==> config.mk <==
export PLATFORM = sky130hd
export DESIGN_NAME = bcd6_scan_display
export DESIGN_NICKNAME = d
export VERILOG_FILES = /design/src/rtl/bcd6_scan_display.sv
export SDC_FILE = /design/constraint.sdc
export NUM_CORES = 1
export LEC_CHECK = 0
export ABC_AREA = 1
export CAP_MARGIN = 40
export CORE_MARGIN = 5
export CORE_UTILIZATION = 54
export DETAILED_ROUTE_END_ITERATION = 8
export PLACE_DENSITY = 0.78
export SETUP_SLACK_MARGIN = 0.4
export SYNTH_ARGS = -nofsm -noshare
export SYNTH_HDL_FRONTEND = slang
export SYNTH_SLANG_ARGS = --single-unit
==> constraint.sdc <==
create_clock -name CLK -period 2.45 [get_ports CLK]
set_input_delay 0.3675 -clock CLK [delete_from_list [all_inputs] [get_ports CLK]]
set_output_delay 0.3675 -clock CLK [all_outputs]
set_load 0.03 [all_outputs]
==> src/rtl/bcd6_scan_display.sv <==
// ---------------------------------------------------------------------------
// bcd6_scan_display
//
// Six-digit multiplexed 7-segment display driver. A LOAD strobe captures a
// 24-bit packed BCD value into a holding register. The six digits are then
// scanned onto a shared segment bus. Each digit is selected for SCAN_DIV
// cycles. The first of those cycles is a blanked dead-time cycle that
// suppresses ghosting. Optional leading-zero blanking is available.
//
// Ports
//   CLK       system clock, rising edge
//   RST_N     asynchronous active-low reset
//   LOAD      capture strobe for BCD_IN (level sensitive, sampled every edge)
//   BCD_IN    packed BCD, digit k in bits [4k+3:4k], digit 0 least significant
//   BLANK_EN  1 = blank leading zeros (digit 0 is never blanked)
//   SEG       registered segment drive, active-high, SEG[0]=a .. SEG[6]=g
//   DIG_N     registered digit select, active-low one-hot
//
// Parameters
//   SCAN_DIV  cycles per digit including the dead-time cycle (2..65535)
// ---------------------------------------------------------------------------
module bcd6_scan_display #(
    parameter int unsigned SCAN_DIV = 1000
) (
    input  logic        CLK,
    input  logic        RST_N,
    input  logic        LOAD,
    input  logic [23:0] BCD_IN,
    input  logic        BLANK_EN,
    output logic [6:0]  SEG,
    output logic [5:0]  DIG_N
);

    localparam logic [15:0] CNT_MAX = 16'(SCAN_DIV - 1);

    logic [23:0] hold;
    logic [15:0] cnt;
    logic [2:0]  idx;

    logic [3:0]  cur_digit;
    logic        upper_zero;
    logic [6:0]  seg_dec;
    logic [6:0]  seg_next;
    logic [5:0]  dig_next;

    // Holding register: recaptures on every edge LOAD is high.
    always_ff @(posedge CLK or negedge RST_N) begin
        if (!RST_N) begin
            hold <= '0;
        end else if (LOAD) begin
            hold <= BCD_IN;
        end
    end

    // Prescaler and digit index. IDX only moves when the prescaler wraps.
    always_ff @(posedge CLK or negedge RST_N) begin
        if (!RST_N) begin
            cnt <= '0;
            idx <= '0;
        end else if (cnt == CNT_MAX) begin
            cnt <= '0;
            idx <= (idx == 3'd5) ? 3'd0 : idx + 3'd1;
        end else begin
            cnt <= cnt + 16'd1;
        end
    end

    // Digit under the scan pointer, plus "this digit and everything above it
    // is zero". Invalid codes are non-zero, so a plain compare is enough.
    // Digit 0 never reports upper_zero so a value of 0 still shows "0".
    always_comb begin
        cur_digit  = 4'd0;
        upper_zero = 1'b0;
        case (idx)
            3'd0: cur_digit = hold[3:0];
            3'd1: begin cur_digit = hold[7:4];   upper_zero = (hold[23:4]  == 20'd0); end
            3'd2: begin cur_digit = hold[11:8];  upper_zero = (hold[23:8]  == 16'd0); end
            3'd3: begin cur_digit = hold[15:12]; upper_zero = (hold[23:12] == 12'd0); end
            3'd4: begin cur_digit = hold[19:16]; upper_zero = (hold[23:16] == 8'd0);  end
            3'd5: begin cur_digit = hold[23:20]; upper_zero = (hold[23:20] == 4'd0);  end
            default: begin cur_digit = 4'd0; upper_zero = 1'b0; end
        endcase
    end

    // Segment decode, bit order g..a. Codes 10..15 show a dash.
    always_comb begin
        seg_dec = 7'b1000000;
        case (cur_digit)
            4'd0: seg_dec = 7'b0111111;
            4'd1: seg_dec = 7'b0000110;
            4'd2: seg_dec = 7'b1011011;
            4'd3: seg_dec = 7'b1001111;
            4'd4: seg_dec = 7'b1100110;
            4'd5: seg_dec = 7'b1101101;
            4'd6: seg_dec = 7'b1111101;
            4'd7: seg_dec = 7'b0000111;
            4'd8: seg_dec = 7'b1111111;
            4'd9: seg_dec = 7'b1101111;
            default: seg_dec = 7'b1000000;
        endcase
    end

    // Next output word. CNT=0 is the dead-time cycle: nothing selected.
    always_comb begin
        dig_next = 6'b111111;
        seg_next = 7'b0000000;
        if (cnt != 16'd0) begin
            dig_next = ~(6'b000001 << idx);
            seg_next = (BLANK_EN && upper_zero) ? 7'b0000000 : seg_dec;
        end
    end

    always_ff @(posedge CLK or negedge RST_N) begin
        if (!RST_N) begin
            SEG   <= 7'b0000000;
            DIG_N <= 6'b111111;
        end else begin
            SEG   <= seg_next;
            DIG_N <= dig_next;
        end
    end

endmodule

==> impl_metrics.toml <==
[critical_path]
crit_buf_inv = 2
worstPathCellList = "nand2_1 -> inv_2 -> ha_1 -> nor2_1 -> nand2_2 -> nand2_2 -> inv_2 -> ha_1 -> nor2_2 -> nor2_1 -> nor2_1"
cp_common_cell = "nor2_1"
slowest_delay_ns = 0.50
cp-start-kind = "register"
critical_path_class = "reg2reg"
cp_max_fo = 8
cp.depth = 11
cp.arrival_ns = 2.20
r2r_cells = 11
worst_setup_path_end_kind = "register"
critical_path_required_ns = 2.69
crit_slowest_cell = "dfrtp_2"
critical_path.top_delay_family = "simple AND/OR/NAND/NOR gates"

[min_path]
hold_path.class = "reg2reg"
min_delay_path_depth = 1

[drt]
firstDrtPassIters = 5
vias = 2464
routed_wl_mm = 6.248
drc_errors = 0
routed_via_density = 5.070
wl_per_cell_um = 12.86
ant_nets = 0
drtIter0Drc = 160

[sta]
setup_viol = 0
maxSlewHeadroom_pct = 71.67
slew_viol_final = 0
hold_viol = 0
tns_ns = 0
hold_ws_ns = 0.4786
post-route-period-util_pct = 79.93
skew_ns = 0.008423
clock.fmax_mhz = 510.6
timing.final.ws_setup_ns = 0.4916
rsz0062_at_grt = "true"
worst_pin_slew_ns = 0.4217
period_minus_slack_ns = 1.958

[floorplanning]
die-area_sq_um = 6889
pin_count = 41
initial_core_util_pct = 55.99
die_w_um = 83
die-height_um = 83
std_cell_rows = 26
design.core.area_sq_um = 5140

[clock_tree]
cts_inserted_buffers = 5
cts_sinks = 56
clock_tree.buffer_depth = 2
htree_levels = 2
clock_latency_ns = 0.31
path_clk_slew_ns = 0.10
cts_tree = "yes"
root_buffer = "clkbuf_8"

[logic_synthesis]
ys.flop_type = "dfrtp_1"
ys_seq_area_share_pct = 48.96
ys_async_sr_fraction_pct = 100.0
synth_edf_count = 0
synth_warnings = 0
synthDominantCellAreaShare_pct = 43.48
synth_cells = 358
netlist_area_sq_um = 2878
netlist_top_cells_area = "dfrtp_1, nand2_1, inv_1, nor2_1, dfstp_2"
synth_top_area_cell = "dfrtp_1"
synth_common_cells = "nand2_1, inv_1, dfrtp_1"
synth_most_common_cell = "nand2_1"
ys_seq_elements = 56
synth_fp_nets = 394
synth_cell_type_count = 33
syn_area_per_cell_sq_um = 8.038

[placement]
pre_cts_slack_ns = 0.3502
place_congestion = 0.8708
io_buffers = 40
place_area_sq_um = 3363
dp_cells = 466
dp.final_hpwl_mm = 4.722

[power_and_ir_drop]
peakVddDrop_mv = 0.2607
power.leakage_uw = 0.001790
powerDensity_nw_per_um2 = 503.3

[run]
drv_cap = 0

[outcome]
status = "complete, no violations"

[layout]
synthToLayoutAreaGrowth_pct = 24.91
diodes = 0
fin_area_sq_um = 3595
nFillCells = 443
fin_nets = 451
stdcell_count = 486
final_layout_size_suffix_gt1_share_pct = 15.38

[global_routing]
grt_pass1_wl_mm = 10.34
grt-ovfl-total = 0
antenna_found_initial = 0
grt_pass1_vias = 2300
gr-usage-all-layers_pct = 18.16
grt_max_degree = 25
## cell type report
cell class	count	area, sq um	area share (%)
flip-flops and latches	56	1413	39.30
multi-input cells	232	1229	34.18
repair buffers	57	529.3	14.72
inverters	63	244.0	6.787
well taps	70	87.58	2.436
clock buffers	6	82.58	2.297
clock inverters	2	10.01	0.2785
## worst reg2reg max path: stages, from the launching register on
cell     delay (ns)
dfrtp_2        0.50
nand2_1        0.11
inv_2          0.06
ha_1           0.19
nor2_1         0.15
nand2_2        0.14
nand2_2        0.14
inv_2          0.05
ha_1           0.30
nor2_2         0.12
nor2_1         0.05
nor2_1         0.08
## flip-flops by register name (all words and copies together), names as in the netlist
signal	cells
DIG_N	6
cnt	16
SEG	7
hold	24
idx	3
## layout by cell type (no fill, tap or decap), types with 2 or more instances in the layout
master,synthesis,routed
nand2_1,76,72
inv_1,58,56
dfrtp_1,50,47
nor2_1,43,40
clkdlybuf4s50_1,0,39
o21ai_0,28,27
nand3_1,23,23
buf_4,1,15
nand4_1,13,13
nand2_2,4,8
xor2_1,7,7
dfstp_2,6,6
ha_1,8,6
clkbuf_8,0,6
nor2_2,1,5
a21oi_1,5,5
nor3_1,5,5
inv_2,4,4
o21ai_1,3,4
mux2_2,3,3
dfrtp_2,0,3
nand3b_1,2,2
clkinv_2,0,2
## cell families after synthesis
family / Yosys count / share of synthesized area (%)
buffers and inverters: 71 / 9.695
AO/OA/AOI/OAI: 41 / 7.957
AND/OR/NAND/NOR: 172 / 26.61
flip-flops: 56 / 48.96
multiplexers: 3 / 1.174
XOR/XNOR: 7 / 2.130
adder cells (fa/ha/maj): 8 / 3.478
## metrics by stage
stage / total power (uW) / utilization, %
after floorplan: 1165 / -
after global placement: 1292 / 65.43
after detailed placement: 1304 / 65.43
after CTS: 1813 / 67.45
after global routing: 1904 / 69.94
final: 1809 / 69.94
## power by group
group / switching [uW] / internal [uW] / total [uW] / leakage (uW)
sequential: 26.4 / 978 / 1000 / 0.000679
clock: 290 / 226 / 516 / 0.0000510
combinational: 163 / 126 / 288 / 0.00106
total: 479 / 1330 / 1810 / 0.00179
## what timing repair did
item                                    4_1_cts  5_1_grt
endpoints found under the setup margin        4        7
hold endpoints to repair                     14        0
buffers inserted                              0       10
pin swaps                                     0        9
hold buffers                                  1        0
resized for setup                             1       19
gates cloned                                  0        1
## routing by layer
metal	vias up	track usage, %	share of wire [%]
li1	1243	-	-
met1	1129	24.97	44
met2	84	29.23	48
met3	8	4.356	6.6
met4	0	4.012	0.66
met5	-	0	0
## final timing paths
check,from,endpoint,slack (ns)
max in group asynchronous,RST_N,DIG_N[2]$_DFF_PN1_,1.31
setup reg to reg,idx[0]$_DFFE_PN0N_,SEG[3]$_DFF_PN0_,0.49
min in group asynchronous,RST_N,cnt[12]$_DFF_PN0_,0.49
setup / recovery,idx[0]$_DFFE_PN0N_,SEG[3]$_DFF_PN0_,0.49
hold / removal,cnt[14]$_DFF_PN0_,cnt[14]$_DFF_PN0_,0.48
hold reg to reg,cnt[14]$_DFF_PN0_,cnt[14]$_DFF_PN0_,0.48
(Power assumes the default switching activity.)
